### src/rtl/muldiv_pkg.sv
`default_nettype none
// ============================================================================
// Module   : muldiv_pkg
// Brief    : Op encodings, FSM states and iteration count for muldiv_seq.
// Revision : 1.0
// ============================================================================
package muldiv_pkg;

    localparam logic [1:0] OP_MULTU = 2'b00;
    localparam logic [1:0] OP_MULT  = 2'b01;
    localparam logic [1:0] OP_DIVU  = 2'b10;
    localparam logic [1:0] OP_DIV   = 2'b11;

    localparam int ITER_COUNT = 32;
    localparam int CNT_W      = $clog2(ITER_COUNT);

    typedef enum logic [2:0] {
        IDLE   = 3'd0,
        NEG_A  = 3'd1,
        NEG_B  = 3'd2,
        ITER   = 3'd3,
        FIX_LO = 3'd4,
        FIX_HI = 3'd5,
        DONE   = 3'd6
    } state_t;

    function automatic logic op_is_signed(input logic [1:0] o);
        return o[0];
    endfunction

endpackage
`default_nettype wire

### src/rtl/adder32.sv
`default_nettype none
// ============================================================================
// Module   : adder32
// Brief    : 32-bit carry-lookahead adder, 4-bit lookahead groups chained.
// Revision : 1.0
// ============================================================================
module adder32 (
    input  logic [31:0] a_i,
    input  logic [31:0] b_i,
    input  logic        cin_i,
    input  logic        sign_i,
    output logic [31:0] sum_o,
    output logic        cout_o,
    output logic        v_o
);

    logic [31:0] w_g;
    logic [31:0] w_p;
    logic [31:0] w_c;
    logic [8:0]  w_gc;

    assign w_g = a_i & b_i;
    assign w_p = a_i ^ b_i;

    always_comb begin
        w_c     = '0;
        w_gc    = '0;
        w_gc[0] = cin_i;
        for (int k = 0; k < 8; k++) begin
            w_c[4*k]   = w_gc[k];
            w_c[4*k+1] = w_g[4*k] | (w_p[4*k] & w_gc[k]);
            w_c[4*k+2] = w_g[4*k+1] | (w_p[4*k+1] & w_g[4*k])
                       | (w_p[4*k+1] & w_p[4*k] & w_gc[k]);
            w_c[4*k+3] = w_g[4*k+2] | (w_p[4*k+2] & w_g[4*k+1])
                       | (w_p[4*k+2] & w_p[4*k+1] & w_g[4*k])
                       | (w_p[4*k+2] & w_p[4*k+1] & w_p[4*k] & w_gc[k]);
            w_gc[k+1]  = w_g[4*k+3] | (w_p[4*k+3] & w_g[4*k+2])
                       | (w_p[4*k+3] & w_p[4*k+2] & w_g[4*k+1])
                       | (w_p[4*k+3] & w_p[4*k+2] & w_p[4*k+1] & w_g[4*k])
                       | (w_p[4*k+3] & w_p[4*k+2] & w_p[4*k+1] & w_p[4*k] & w_gc[k]);
        end
    end

    assign sum_o  = w_p ^ w_c;
    assign cout_o = w_gc[8];
    // Signed mode reports two's-complement overflow; unsigned mode reports carry.
    assign v_o    = sign_i ? (w_gc[8] ^ w_c[31]) : w_gc[8];

endmodule
`default_nettype wire

### src/rtl/muldiv_seq.sv
`default_nettype none
// ============================================================================
// Module   : muldiv_seq
// Brief    : Iterative 32-bit MULTU/MULT/DIVU/DIV on one shared adder, 37 cycles.
//            Divide support is built only when MULDIV_DIV_EN is defined.
// Revision : 1.0
// ============================================================================
module muldiv_seq
    import muldiv_pkg::*;
#(
    parameter int WIDTH = 32
) (
    input  logic             clk,
    input  logic             reset_n,
    input  logic             start,
    input  logic [1:0]       op,
    input  logic [WIDTH-1:0] A,
    input  logic [WIDTH-1:0] B,
    output logic             busy,
    output logic             done,
    output logic [WIDTH-1:0] Hi,
    output logic [WIDTH-1:0] Lo
);

    state_t             state_q, state_d;
    logic [1:0]         op_q, op_d;
    logic [WIDTH-1:0]   hi_q, hi_d;
    logic [WIDTH-1:0]   lo_q, lo_d;
    logic [WIDTH-1:0]   bmag_q, bmag_d;
    logic               sa_q, sa_d;
    logic               sb_q, sb_d;
    logic               carry_q, carry_d;
    logic [CNT_W-1:0]   cnt_q, cnt_d;

    logic [WIDTH-1:0]   add_a, add_b, add_sum;
    logic               add_cin, add_cout, add_v;

`ifdef MULDIV_DIV_EN
    logic [WIDTH-1:0]   w_rem_sh;
    logic               w_qbit;

    assign w_rem_sh = {hi_q[WIDTH-2:0], lo_q[WIDTH-1]};
    // A remainder MSB shifted out means the 33-bit partial remainder exceeds Bmag.
    assign w_qbit   = hi_q[WIDTH-1] | add_v;
`endif

    adder32 u_adder32 (
        .a_i    (add_a),
        .b_i    (add_b),
        .cin_i  (add_cin),
        .sign_i (1'b0),
        .sum_o  (add_sum),
        .cout_o (add_cout),
        .v_o    (add_v)
    );

    always_comb begin
        add_a   = '0;
        add_b   = '0;
        add_cin = 1'b0;
        case (state_q)
            NEG_A: begin
                add_b   = ~lo_q;
                add_cin = 1'b1;
            end
            NEG_B: begin
                add_b   = ~bmag_q;
                add_cin = 1'b1;
            end
            ITER: begin
`ifdef MULDIV_DIV_EN
                if (op_q[1]) begin
                    add_a   = w_rem_sh;
                    add_b   = ~bmag_q;
                    add_cin = 1'b1;
                end else
`endif
                begin
                    add_a = hi_q;
                    add_b = lo_q[0] ? bmag_q : '0;
                end
            end
            FIX_LO: begin
                add_b   = ~lo_q;
                add_cin = 1'b1;
            end
            FIX_HI: begin
                add_b   = ~hi_q;
`ifdef MULDIV_DIV_EN
                add_cin = op_q[1] ? 1'b1 : carry_q;
`else
                add_cin = carry_q;
`endif
            end
            default: ;
        endcase
    end

    always_comb begin
        state_d = state_q;
        op_d    = op_q;
        hi_d    = hi_q;
        lo_d    = lo_q;
        bmag_d  = bmag_q;
        sa_d    = sa_q;
        sb_d    = sb_q;
        carry_d = carry_q;
        cnt_d   = cnt_q;
        case (state_q)
            IDLE: begin
                if (start) begin
                    op_d    = op;
                    hi_d    = '0;
                    lo_d    = A;
                    bmag_d  = B;
                    sa_d    = op_is_signed(op) & A[WIDTH-1];
                    sb_d    = op_is_signed(op) & B[WIDTH-1];
                    cnt_d   = '0;
                    state_d = NEG_A;
`ifndef MULDIV_DIV_EN
                    if (op[1]) begin
                        lo_d    = '0;
                        sa_d    = 1'b0;
                        sb_d    = 1'b0;
                        state_d = DONE;
                    end
`endif
                end
            end
            NEG_A: begin
                if (sa_q) lo_d = add_sum;
                state_d = NEG_B;
            end
            NEG_B: begin
                if (sb_q) bmag_d = add_sum;
                state_d = ITER;
            end
            ITER: begin
                cnt_d = cnt_q + 1'b1;
                if (cnt_q == CNT_W'(ITER_COUNT - 1)) state_d = FIX_LO;
`ifdef MULDIV_DIV_EN
                if (op_q[1]) begin
                    hi_d = w_qbit ? add_sum : w_rem_sh;
                    lo_d = {lo_q[WIDTH-2:0], w_qbit};
                end else
`endif
                begin
                    hi_d = {add_v, add_sum[WIDTH-1:1]};
                    lo_d = {add_sum[0], lo_q[WIDTH-1:1]};
                end
            end
            FIX_LO: begin
                state_d = FIX_HI;
`ifdef MULDIV_DIV_EN
                // Divide by zero keeps the all-ones quotient untouched.
                if (op_q[1]) begin
                    if ((sa_q ^ sb_q) && (bmag_q != '0)) lo_d = add_sum;
                end else
`endif
                if ((op_q == OP_MULT) && (sa_q ^ sb_q)) begin
                    lo_d    = add_sum;
                    carry_d = add_cout;
                end
            end
            FIX_HI: begin
                state_d = DONE;
`ifdef MULDIV_DIV_EN
                if (op_q[1]) begin
                    if (sa_q) hi_d = add_sum;
                end else
`endif
                if ((op_q == OP_MULT) && (sa_q ^ sb_q)) hi_d = add_sum;
            end
            DONE: state_d = IDLE;
            default: state_d = IDLE;
        endcase
    end

    always_ff @(posedge clk) begin
        if (!reset_n) begin
            state_q <= IDLE;
            op_q    <= '0;
            hi_q    <= '0;
            lo_q    <= '0;
            bmag_q  <= '0;
            sa_q    <= 1'b0;
            sb_q    <= 1'b0;
            carry_q <= 1'b0;
            cnt_q   <= '0;
        end else begin
            state_q <= state_d;
            op_q    <= op_d;
            hi_q    <= hi_d;
            lo_q    <= lo_d;
            bmag_q  <= bmag_d;
            sa_q    <= sa_d;
            sb_q    <= sb_d;
            carry_q <= carry_d;
            cnt_q   <= cnt_d;
        end
    end

    assign busy = (state_q != IDLE) && (state_q != DONE);
    assign done = (state_q == DONE);
    assign Hi   = hi_q;
    assign Lo   = lo_q;

endmodule
`default_nettype wire

### config.mk
export PLATFORM = sky130hd
export DESIGN_NAME = muldiv_seq
export DESIGN_NICKNAME = d
export VERILOG_FILES = /design/src/rtl/muldiv_pkg.sv /design/src/rtl/adder32.sv /design/src/rtl/muldiv_seq.sv
export SDC_FILE = /design/constraint.sdc
export NUM_CORES = 1
export LEC_CHECK = 0
export CAP_MARGIN = 20
export CORE_AREA = 8 8 159 161
export CTS_CLUSTER_SIZE = 25
export DETAILED_ROUTE_END_ITERATION = 16
export DIE_AREA = 0 0 167 169
export PLACE_DENSITY_LB_ADDON = 0.08
export RECOVER_POWER = 25
export SYNTH_ARGS = -nofsm -noshare
export SYNTH_HDL_FRONTEND = slang
export SYNTH_HIERARCHICAL = 1
export SYNTH_SLANG_ARGS = --single-unit
### constraint.sdc
create_clock -name clk -period 3.8 [get_ports clk]
set_input_delay 0.76 -clock clk [delete_from_list [all_inputs] [get_ports clk]]
set_output_delay 0.76 -clock clk [all_outputs]
set_load 0.01 [all_outputs]
==> results.json <==
{
  "min_path_type": "reg2reg",
  "cp_slowest_cell": "dfxtp_4",
  "violations": "setup timing",
  "fmax_ghz": 0.2553,
  "path_buf_inv": 5,
  "fin_crit_ps": 3917,
  "dpl.hpwl_um": 19820,
  "gp_congestion": 0.7724,
  "die_w_um": 167,
  "root_buffer": "clkbuf_16",
  "powerDensity_nw_per_um2": 481.5,
  "via_per_inst": 5.956,
  "clock_sink_count": 109,
  "relSlewSlack_pct": 23.97,
  "htreeDepth": 3,
  "die-area_um2": 28220,
  "crit_family": "compound AO/OA/AOI/OAI gates",
  "grt_pass1_vias": 8207,
  "num_antenna_cells": 0,
  "seqCellArea_um2": 2188,
  "coreArea_um2": 22910,
  "crit_start": "state_q[2]",
  "rsz0062_at_grt": "true",
  "p_leak_nw": 4.906,
  "synth_nets": 1024,
  "cp_max_fo": 5,
  "end_kind": "flop",
  "place_area_um2": 9772,
  "min_from": "cnt_q[3]",
  "syn_area_per_cell_um2": 8.339,
  "critPathKind": "reg2reg",
  "grt_start_max_net_pins": 73,
  "cp.arrival_ps": 4160,
  "cp_cell_sequence": "buf_12 -> xnor2_4 -> buf_6 -> buf_6 -> o22ai_1 -> a221o_1 -> ha_1 -> o21ai_2 -> o21bai_2 -> a21o_4 -> nand4_1 -> a211o_1 -> buf_4 -> buf_6 -> a211oi_4 -> nor4_1 -> a311o_1 -> a222oi_1 -> a21oi_1",
  "insertion_delay_ps": 360,
  "ios": 135,
  "maxCapViolations": 0,
  "ant_nets": 0,
  "fin_ws_ps": -117.4,
  "finClkSkew_ps": 10.34,
  "num_vias": 8213,
  "start_util_pct": 33.23,
  "port_buffers": 134,
  "setup_violations": 15,
  "final_area_um2": 10670,
  "wire_per_inst_um": 21.77,
  "multi_input_area_um2": 5363,
  "row_count": 56,
  "drv_slew": 0,
  "die_y_um": 169,
  "max_stage_delay_ps": 360,
  "cts_buffer_depth": 2,
  "power.total_mw": 5.136,
  "synth_area_um2": 7614,
  "drc_errors": 0,
  "async_flop_share_pct": 0,
  "ys_warn_count": 6,
  "numCtsBuffers": 9,
  "synth_cells": 913,
  "nets": 1195,
  "worst_pin_slew_ps": 1132,
  "synth_ff_type": "dfxtp_1",
  "clkTransAtPathRegs_ps": 80,
  "hold_violations": 0,
  "synth_cell_type_count": 70,
  "cts_tree": "done",
  "n_fill_cell": 2275,
  "drtIter0Drc": 710,
  "grt_pass1_wl_um": 46820,
  "status": "finished, violations left",
  "peakVddDrop_uv": 239.0,
  "postCtsHoldBufs": 0,
  "synth-edff-count": 0,
  "yosysSeqAreaShare_pct": 28.66,
  "dr.pass1.iters": 8,
  "overflow": 0,
  "syn_to_final_growth_pct": 40.08,
  "wl_um": 30020,
  "grt_antenna_before_repair": 0,
  "drive_gt1_share_pct": 19.01,
  "setup_tns_ps": -1050,
  "cp.required_ps": 4050,
  "grtUsageTotal_pct": 20.64,
  "crit_path_start_kind": "flop",
  "synth.ff_latch_count": 109,
  "r2r-start": "state_q[2]",
  "critPathMostFrequentCell": "buf_6",
  "fin_crit_sh_pct": 103.1
}
[per-stage QoR]
step                utilization [%]  hold WS [ps]  setup WS [ps]  std cells
floorplan                         -         423.5         -43.48        913
global placement              42.65         448.9         -160.0       1342
detailed placement            42.65         456.9         -216.6       1342
CTS                           45.35         470.2         -41.95       1371
global route                  46.55         490.2         -299.4       1379
finish                        46.55         469.3         -117.4       1379
[flip-flops by register name, summed over array words and instances (netlist names)]
name,cells
Hi,32
Lo,32
bmag_q,32
cnt_q,5
state_q,3
op_q,2
carry_q,1
sa_q,1
sb_q,1
[cells by family (layout without fill, tap and decap cells)]
kind of cell	Yosys count	in the layout	synth area share [%]
AOI/OAI and AO/OA	379	379	38.27
muxes	2	2	0.2630
adders and majority gates	42	42	7.691
DFF	109	109	28.66
other	1	1	0.04925
xor gates and xnor gates	23	23	2.744
and+or+nand+nor	245	246	15.63
buffers and inverters	112	287	6.688
[area by class of cell]
type                    instances  area share (%)
multi-input cells             693           50.28
inverters                      21          0.7508
clock buffers                  13           2.534
clock inverters                 3          0.3989
repair buffers                250           22.11
flip-flops and latches        109           20.52
well taps                     290           3.402
[where the power goes]
| part | internal [mW] | switching [mW] |
|---|---|---|
| clock | 0.567 | 0.477 |
| sequential | 1.32 | 0.205 |
| combinational | 1.22 | 1.34 |
[synthesized netlist by cell type, types with 3 or more instances]
cell type	n	area share [%]
dfxtp_1	109	29
nand2_1	88	4.3
o211a_1	66	8.7
a21oi_1	57	3.7
clkbuf_1	53	2.6
nor2_1	43	2.1
o21ai_0	43	2.8
nand3_1	42	2.8
a22oi_1	35	3.5
ha_1	34	5.6
o31ai_1	34	3.4
and2_1	33	2.7
a222oi_1	31	4.1
o22ai_1	30	2.5
a221o_1	29	3.8
buf_2	26	1.7
inv_1	20	0.99
xor2_1	12	1.4
a21o_1	10	0.99
xnor2_1	10	1.2
fa_1	8	2.1
buf_4	7	0.69
o21a_1	7	0.69
nor2b_1	6	0.49
nor3_1	6	0.39
a21boi_0	5	0.49
and3_1	4	0.33
buf_6	4	0.59
nand4_1	4	0.33
nand2b_1	3	0.25
o21ai_1	3	0.20
o21bai_1	3	0.30
[layer usage]
layer / wire length, um / part of all wire (%) / vias to the layer above / track usage (%)
li1: - / - / 3850 / -
met1: 14110 / 47 / 4024 / 27.94
met2: 13720 / 46 / 317 / 33.10
met3: 1857 / 6.2 / 22 / 3.168
met4: 339 / 1.1 / 0 / 6.776
met5: 0 / 0 / - / 0
[placed cells by master, fill, tap and decap left out, types with 4 or more instances in the layout]
master	Yosys	layout
buf_6	4	9
a21boi_0	5	5
inv_1	20	20
o21ai_2	0	4
o21a_1	7	7
fa_2	0	5
o21ai_0	43	30
clkbuf_16	0	9
dfxtp_1	109	106
xnor2_1	10	6
ha_4	0	9
nor2_1	43	38
xor2_1	12	7
nand4_1	4	4
a222oi_1	31	31
nor3_1	6	6
o22ai_1	30	27
dlygate4sd3_1	0	26
a22oi_1	35	33
o31ai_1	34	34
ha_1	34	25
nand3_1	42	38
buf_12	0	7
and2_1	33	33
nand2_1	88	86
o211a_1	66	66
a221o_1	29	29
a21o_1	10	9
clkdlybuf4s50_1	0	107
a21oi_1	57	48
nand3_2	0	4
o21ai_1	3	12
buf_4	7	99
a21oi_2	2	10
nor2b_1	6	6
[final timing paths]
check	to	slack [ps]	cells past startpoint
setup / recovery	Lo[23]	-120	19
hold / removal	cnt_q[3]	470	1
setup reg to reg	Lo[23]	-120	19
hold reg to reg	cnt_q[3]	470	1
[repair_timing]
| item | CTS | global route |
|---|---|---|
| setup buffers | 11 | 10 |
| gates resized for setup | 36 | 50 |
| pin swaps | 32 | 43 |
| gates cloned | 2 | 0 |
| endpoints found under the hold margin | 0 | 0 |
| setup endpoints to repair | 39 | 53 |
Power figures use the tool's default switching activity.
